==> config.mk <==
export PLATFORM = sky130hd
export DESIGN_NAME = tile_physics
export DESIGN_NICKNAME = d
export VERILOG_FILES = /design/src/rtl/tile_pkg.sv /design/src/rtl/tile_probe.sv /design/src/rtl/tile_physics.sv
export SDC_FILE = /design/constraint.sdc
export NUM_CORES = 1
export LEC_CHECK = 0
export CELL_PAD_IN_SITES_DETAIL_PLACEMENT = 0
export CELL_PAD_IN_SITES_GLOBAL_PLACEMENT = 2
export CORE_AREA = 5 5 471 473
export CTS_CLUSTER_SIZE = 24
export DETAILED_ROUTE_END_ITERATION = 7
export DIE_AREA = 0 0 476 478
export HOLD_SLACK_MARGIN = 0.03
export PLACE_DENSITY_LB_ADDON = 0.1
export SLEW_MARGIN = 20
export SYNTH_ARGS = -nofsm -noshare
export SYNTH_HDL_FRONTEND = slang
export SYNTH_SLANG_ARGS = --single-unit
==> constraint.sdc <==
create_clock -name Clk -period 4.5 [get_ports Clk]
set_input_delay 1.35 -clock Clk [delete_from_list [all_inputs] [get_ports Clk]]
set_output_delay 1.35 -clock Clk [all_outputs]
set_load 0.005 [all_outputs]
==> src/rtl/tile_pkg.sv <==
// Shared geometry constants, tile bitmap type, coordinate type and FSM states
// for the player-box physics engine.
package tile_pkg;

  localparam int unsigned TILE_SHIFT = 4;
  localparam int unsigned MAP_ROWS   = 30;
  localparam int unsigned MAP_COLS   = 40;
  localparam int unsigned SCREEN_W   = 640;
  localparam int unsigned SCREEN_H   = 480;
  localparam int unsigned COORD_W    = 11;
  localparam int unsigned POS_W      = 10;
  localparam int unsigned VY_W       = 6;
  localparam int unsigned ROW_W      = 5;
  localparam int unsigned COL_W      = 6;

  typedef logic [0:MAP_ROWS-1][0:MAP_COLS-1] tile_map_t;

  typedef logic signed [COORD_W-1:0] coord_t;

  typedef enum logic [2:0] {
    S_IDLE    = 3'd0,
    S_CALC_X  = 3'd1,
    S_CHECK_X = 3'd2,
    S_CALC_Y  = 3'd3,
    S_CHECK_Y = 3'd4,
    S_COMMIT  = 3'd5
  } state_e;

endpackage

==> src/rtl/tile_probe.sv <==
// Combinational solid test for one pixel coordinate against the tile bitmap;
// anything off-screen (negative or past the right/bottom edge) is solid.
module tile_probe
  import tile_pkg::*;
(
  input  coord_t    x_i,
  input  coord_t    y_i,
  input  tile_map_t tile_i,
  output logic      solid_c,
  output logic      oob_c
);

  logic [ROW_W-1:0] row;
  logic [COL_W-1:0] col;

  always_comb begin
    oob_c = x_i[COORD_W-1] | y_i[COORD_W-1]
          | (x_i[POS_W-1:0] >= POS_W'(SCREEN_W))
          | (y_i[POS_W-1:0] >= POS_W'(SCREEN_H));
    row     = y_i[TILE_SHIFT +: ROW_W];
    col     = x_i[TILE_SHIFT +: COL_W];
    solid_c = oob_c;
    // Index only when on-screen so row/col are guaranteed in range
    if (!oob_c) solid_c = tile_i[row][col];
  end

endmodule

==> src/rtl/tile_physics.sv <==
// Per-frame motion/collision engine for the player box: applies keys and
// gravity on each vsync, resolves X then Y against the tile map one corner per clock.
module tile_physics
  import tile_pkg::*;
#(
  parameter int unsigned START_X  = 32,
  parameter int unsigned START_Y  = 32,
  parameter int unsigned SIZE     = 12,
  parameter int unsigned SPEED    = 2,
  parameter int unsigned JUMP_V   = 10,
  parameter int unsigned GRAVITY  = 1,
  parameter int unsigned MAX_FALL = 8
) (
  input  logic             Clk,
  input  logic             Reset_n,
  input  logic             frame_clk,
  input  logic             left,
  input  logic             right,
  input  logic             jump,
  input  tile_map_t        tile,
  output logic [POS_W-1:0] PosX,
  output logic [POS_W-1:0] PosY,
  output logic             on_ground,
  output logic             busy
);

  localparam coord_t SIZE_M1 = $signed(COORD_W'(SIZE - 1));
  localparam coord_t TILE_LO = $signed(COORD_W'((1 << TILE_SHIFT) - 1));
  localparam coord_t TILE_PX = $signed(COORD_W'(1 << TILE_SHIFT));
  localparam coord_t SPEED_C = $signed(COORD_W'(SPEED));

  state_e                  state_q, state_d;
  logic [2:0]              sync_q;
  logic                    fs_edge;
  logic [1:0]              corner_q, corner_d;
  coord_t                  vx_q, vx_d;
  coord_t                  cand_x_q, cand_x_d;
  coord_t                  cand_y_q, cand_y_d;
  logic signed [VY_W-1:0]  vy_q, vy_d, vy_n;
  logic signed [VY_W:0]    vy_sum;
  logic [POS_W-1:0]        res_x_q, res_x_d;
  logic [POS_W-1:0]        pos_x_q, pos_x_d;
  logic [POS_W-1:0]        pos_y_q, pos_y_d;
  logic                    hit_q, hit_d;
  logic                    oob_q, oob_d;
  logic                    gnd_q, gnd_d;
  logic                    busy_q, busy_d;
  coord_t                  probe_x, probe_y;
  coord_t                  right_edge, bottom_edge;
  logic                    probe_solid, probe_oob;
  logic                    vx_pos, vx_neg, vy_pos, vy_neg;

  // sync_q[1] is the synchronised vsync, sync_q[2] its previous value
  assign fs_edge = sync_q[1] & ~sync_q[2];

  assign right_edge  = cand_x_q + SIZE_M1;
  assign bottom_edge = cand_y_q + SIZE_M1;
  assign vx_pos = !vx_q[COORD_W-1] && (vx_q != '0);
  assign vx_neg = vx_q[COORD_W-1];
  assign vy_pos = !vy_q[VY_W-1] && (vy_q != '0);
  assign vy_neg = vy_q[VY_W-1];

  // Corner mux: bit 0 selects the right side, bit 1 the bottom side
  always_comb begin
    probe_x = (state_q == S_CHECK_Y) ? $signed({1'b0, res_x_q}) : cand_x_q;
    probe_y = (state_q == S_CHECK_Y) ? cand_y_q : $signed({1'b0, pos_y_q});
    if (corner_q[0]) probe_x = probe_x + SIZE_M1;
    if (corner_q[1]) probe_y = probe_y + SIZE_M1;
  end

  tile_probe u_probe (
    .x_i     (probe_x),
    .y_i     (probe_y),
    .tile_i  (tile),
    .solid_c (probe_solid),
    .oob_c   (probe_oob)
  );

  // Vertical velocity for this frame: jump impulse or clamped gravity
  always_comb begin
    vy_sum = $signed({vy_q[VY_W-1], vy_q}) + $signed((VY_W+1)'(GRAVITY));
    if (jump && gnd_q)
      vy_n = -$signed(VY_W'(JUMP_V));
    else if (vy_sum > $signed((VY_W+1)'(MAX_FALL)))
      vy_n = $signed(VY_W'(MAX_FALL));
    else
      vy_n = vy_sum[VY_W-1:0];
  end

  always_comb begin
    state_d  = state_q;
    corner_d = corner_q;
    vx_d     = vx_q;
    vy_d     = vy_q;
    cand_x_d = cand_x_q;
    cand_y_d = cand_y_q;
    res_x_d  = res_x_q;
    hit_d    = hit_q;
    oob_d    = oob_q;
    pos_x_d  = pos_x_q;
    pos_y_d  = pos_y_q;
    gnd_d    = gnd_q;

    unique case (state_q)
      S_IDLE: begin
        if (fs_edge) state_d = S_CALC_X;
      end
      S_CALC_X: begin
        unique case ({left, right})
          2'b01:   vx_d = SPEED_C;
          2'b10:   vx_d = -SPEED_C;
          default: vx_d = '0;
        endcase
        cand_x_d = $signed({1'b0, pos_x_q}) + vx_d;
        hit_d    = 1'b0;
        oob_d    = 1'b0;
        corner_d = 2'd0;
        state_d  = S_CHECK_X;
      end
      S_CHECK_X, S_CHECK_Y: begin
        hit_d    = hit_q | probe_solid;
        oob_d    = oob_q | probe_oob;
        corner_d = corner_q + 2'd1;
        if (corner_q == 2'd3)
          state_d = (state_q == S_CHECK_X) ? S_CALC_Y : S_COMMIT;
      end
      S_CALC_Y: begin
        // Snap against the tile edge that was hit; off-screen blocks hold position
        if (hit_q && !oob_q && vx_pos)
          res_x_d = POS_W'(right_edge & ~TILE_LO) - POS_W'(SIZE);
        else if (hit_q && !oob_q && vx_neg)
          res_x_d = POS_W'((cand_x_q & ~TILE_LO) + TILE_PX);
        else if (hit_q)
          res_x_d = pos_x_q;
        else
          res_x_d = cand_x_q[POS_W-1:0];
        vy_d     = vy_n;
        cand_y_d = $signed({1'b0, pos_y_q})
                 + $signed({{(COORD_W-VY_W){vy_n[VY_W-1]}}, vy_n});
        hit_d    = 1'b0;
        oob_d    = 1'b0;
        corner_d = 2'd0;
        state_d  = S_CHECK_Y;
      end
      S_COMMIT: begin
        pos_x_d = res_x_q;
        gnd_d   = 1'b0;
        if (hit_q && oob_q) begin
          vy_d  = '0;
          gnd_d = vy_pos;
        end else if (hit_q && vy_pos) begin
          pos_y_d = POS_W'(bottom_edge & ~TILE_LO) - POS_W'(SIZE);
          vy_d    = '0;
          gnd_d   = 1'b1;
        end else if (hit_q && vy_neg) begin
          pos_y_d = POS_W'((cand_y_q & ~TILE_LO) + TILE_PX);
          vy_d    = '0;
        end else if (!hit_q) begin
          pos_y_d = cand_y_q[POS_W-1:0];
        end
        state_d = S_IDLE;
      end
      default: state_d = S_IDLE;
    endcase

    busy_d = (state_d != S_IDLE);
  end

  always_ff @(posedge Clk or negedge Reset_n) begin
    if (!Reset_n) begin
      state_q  <= S_IDLE;
      sync_q   <= '0;
      corner_q <= '0;
      vx_q     <= '0;
      vy_q     <= '0;
      cand_x_q <= '0;
      cand_y_q <= '0;
      res_x_q  <= '0;
      hit_q    <= 1'b0;
      oob_q    <= 1'b0;
      pos_x_q  <= POS_W'(START_X);
      pos_y_q  <= POS_W'(START_Y);
      gnd_q    <= 1'b0;
      busy_q   <= 1'b0;
    end else begin
      state_q  <= state_d;
      sync_q   <= {sync_q[1:0], frame_clk};
      corner_q <= corner_d;
      vx_q     <= vx_d;
      vy_q     <= vy_d;
      cand_x_q <= cand_x_d;
      cand_y_q <= cand_y_d;
      res_x_q  <= res_x_d;
      hit_q    <= hit_d;
      oob_q    <= oob_d;
      pos_x_q  <= pos_x_d;
      pos_y_q  <= pos_y_d;
      gnd_q    <= gnd_d;
      busy_q   <= busy_d;
    end
  end

  assign PosX      = pos_x_q;
  assign PosY      = pos_y_q;
  assign on_ground = gnd_q;
  assign busy      = busy_q;

endmodule
==> run metrics <==
clk_lat worst skew=0.38 ns; P_leak=approximately 0.015 µW; clk_skew=approximately 0.018 ns; max-slew violation count=0; Port Buf Inserts=~1200; Worst-path clk slew=about 0.08 ns; routability congestion estimate=between 0.8 and 0.9; Finished Layout Cells=between 7000 and 8000; number of synthesized flops with an enable pin=0; Synth Cell Area=16900 µm²; Core ar.=217000 µm²; Netlist cell types=roughly 90; total power=between 20000 and 25000 µW; die span in y=478 µm; 1st-pass router iterations=5; Relative slew margins=roughly 28%; final hold vios=0; Post-Syn Instances=2697; Synth Flop Type=dfrtp_1; area grow syn2layout=124%; Starting Density=7.79%; crit-path max FO=3; Total GRT Usage=22.1%; CTS tree=done; Synth Register Bits=72; CP Capture Type=flop; number of global-route vias before repair=29234; Mean Syn Cell Area=6.26 µm²; hold_buf cts=0; post-placement cell count=7045; share of cells above drive strength 1=17.5%; VDD IR-drop max=about 0.22 mV; violated checks=negative setup slack; Iteration-0 DRC Markers=between 1500 and 2000; total global routing overflow=0; Crit Path Category=reg2reg; register area share after synthesis=10.7%; sequential standard cell area=1800 µm²; status=complete, but fails checks; clock buffer count from CTS=9; fillers=24846; vias per cell=4.00; clock buffer depth=2; root buf cell=clkbuf_16; Hold Crit Class=reg2reg; fin util=17.4%; multi-input combinational cell area=14600 µm²; routed len/inst=37.0 µm; final setup fails=1; die extent in x=476 µm; HPWL Detailed=234000 µm; Sink Count=between 70 and 80; row count=roughly 170; largest net degree at the start of global routing=46; Async SR Flop Fraction=100%; CP startpoint kind=flop; max-cap viol count=0; DR vias=28685; minimum clock period=4.61 ns; worst setup margin=-0.107 ns; die area=228000 µm²; final net count=5470; RSZ-0062 raised after global routing=true; Ys Warns=0; PD cells=~570 nW/µm²; worst-margin pin slew=approximately 1.1 ns; initial antenna violation count=~280; share of the clock period used by the worst path=102%; Mapped Nets=3935; antenna-violating nets left=0; H-tree levels=3; first-pass GRT wire length=329000 µm; Routed WL=265000 µm; CP required=between 4 and 5 ns; fmax=0.217 GHz; Arr. time, crit path=4.83 ns; DRC errors left=0; Top-Level Pins=1228
## synth_stat cells, drive strengths merged, types with 13 or more instances
cell	count	share of area [%]
inv	21	0.47
a31oi	44	1.6
o21ai	94	2.8
mux4	13	1.7
a21oi	195	5.8
mux2i	169	10
mux2	19	1.3
xnor2	31	1.6
buf	175	6.2
ha	30	2.2
a21o	13	0.58
clkbuf	76	1.7
dfrtp	70	10
nor2	54	1.4
o22ai	57	2.2
nand2	945	21
nor3	25	0.77
xor2	17	0.88
and3	83	3.1
a311oi	86	4.5
nor4	53	2.0
o221ai	29	1.5
a211oi	38	1.8
nand3	179	5.3
## cell type report
class | count | area share [%]
diodes | 72 | 0.477
clock buffers | 9 | 0.596
clock inverters | 7 | 0.176
inverters | 21 | 0.209
multi-input cells | 2354 | 38.6
flip-flops and latches | 72 | 4.78
well taps | 2854 | 9.46
repair buffers | 1774 | 45.7
## placed cells by master (no fill, tap or decap), types with 10 or more instances in the layout
master and n:
or3_1 11, a311oi_1 67, nor4_2 10, nor2_1 42, nand3_1 175, buf_6 10
nand2_1 938, mux2_2 17, buf_4 473, o22ai_1 48, a21oi_1 190, mux2i_1 160
diode_2 72, mux4_2 13, a22o_1 10, and3_1 81, xnor2_1 31, nor4_1 33
a311oi_2 15, a211oi_1 31, nor4_4 10, o21ai_0 83, nor3_1 21, buf_12 62
o211ai_1 10, o221ai_1 28, clkdlybuf4s50_1 1226, a21o_1 13, ha_1 29, a31oi_1 39
inv_1 21, xor2_1 17, nor2b_1 11, dfrtp_1 70, o31ai_1 10
## sequential cells by signal, summed over array words and instances (netlist names)
signal	flops
cand_x_q	11
vx_q	2
corner_q	2
busy	1
cand_y_q	11
res_x_q	10
PosX	10
on_ground	1
PosY	10
state_q	3
oob_q	1
vy_q	6
hit_q	1
sync_q	3
## repair_timing
| item | CTS | global route |
|---|---|---|
| hold endpoints to repair | 0 | 0 |
| pin swaps | 14 | 15 |
| gates cloned | 2 | 0 |
| setup endpoints to repair | 2 | 4 |
| resized for setup | 88 | 48 |
| buffers inserted | 23 | 8 |
## kinds of logic after synthesis
family | after synthesis | share of synthesized area [%]
mux | 201 | 13.1
buf+inv | 272 | 8.34
flops | 72 | 10.7
fa+ha+maj | 32 | 2.46
xor+xnor | 48 | 2.49
simple gates | 1403 | 36.4
compound gates | 669 | 26.6
## worst max-delay path: stages (launching register included)
cell       delay (ns)
dfrtp_1          0.39
or3b_4           0.41
mux2i_1          0.14
ha_2             0.22
nor2b_2          0.16
buf_4            0.13
o21a_1           0.15
mux2_2           0.41
buf_4            0.17
o211ai_4         0.19
buf_12           0.15
buf_12           0.13
buf_12           0.11
buf_4            0.13
o221ai_1         0.14
o22ai_1          0.37
o22ai_2          0.21
nor4_1           0.21
a31oi_1          0.07
o211a_1          0.20
o2111ai_4        0.27
a22oi_2          0.09
## final timing paths
path | startpoint | cells past startpoint | slack [ns] | endpoint
max | state_q[1]$_DFF_PN0_ | 21 | -0.11 | hit_q$_DFFE_PN0P_
max reg2reg | state_q[1]$_DFF_PN0_ | 21 | -0.11 | hit_q$_DFFE_PN0P_
min reg2reg | sync_q[0]$_DFF_PN0_ | 0 | 0.37 | sync_q[1]$_DFF_PN0_
min in group asynchronous | Reset_n | 1 | 1.04 | sync_q[0]$_DFF_PN0_
min | sync_q[0]$_DFF_PN0_ | 0 | 0.37 | sync_q[1]$_DFF_PN0_
max in group asynchronous | Reset_n | 2 | 2.63 | PosY[5]$_DFFE_PN1P_
## power by group
part           switching (µW)  internal (µW)
clock network             381            391
registers                 448            890
logic                   11400           8060
## per-layer routing
layer	GRT usage, %	wire length, µm	up-vias	part of all wire, %
met1	26.5	109000	14055	41
met2	38.8	130000	1145	49
met5	0	858	-	0.32
li1	-	-	12950	-
met3	7.37	21300	407	8.1
met4	3.45	3630	128	1.4
## metrics by stage
stage | setup WS [ns] | hold slack, ns | setup TNS [ns] | instance area [µm²]
2_1_floorplan | 0.0306 | 0.331 | 0 | 16900
3_3_place_gp | -1.14 | 0.338 | -1.17 | 36200
3_5_place_dp | -0.936 | 0.346 | -0.959 | 36200
4_1_cts | -0.114 | 0.366 | -0.114 | 37300
5_1_grt | -0.256 | 0.378 | -0.256 | 37600
6_report | -0.107 | 0.366 | -0.107 | 37800
Power figures use the tool's default switching activity.
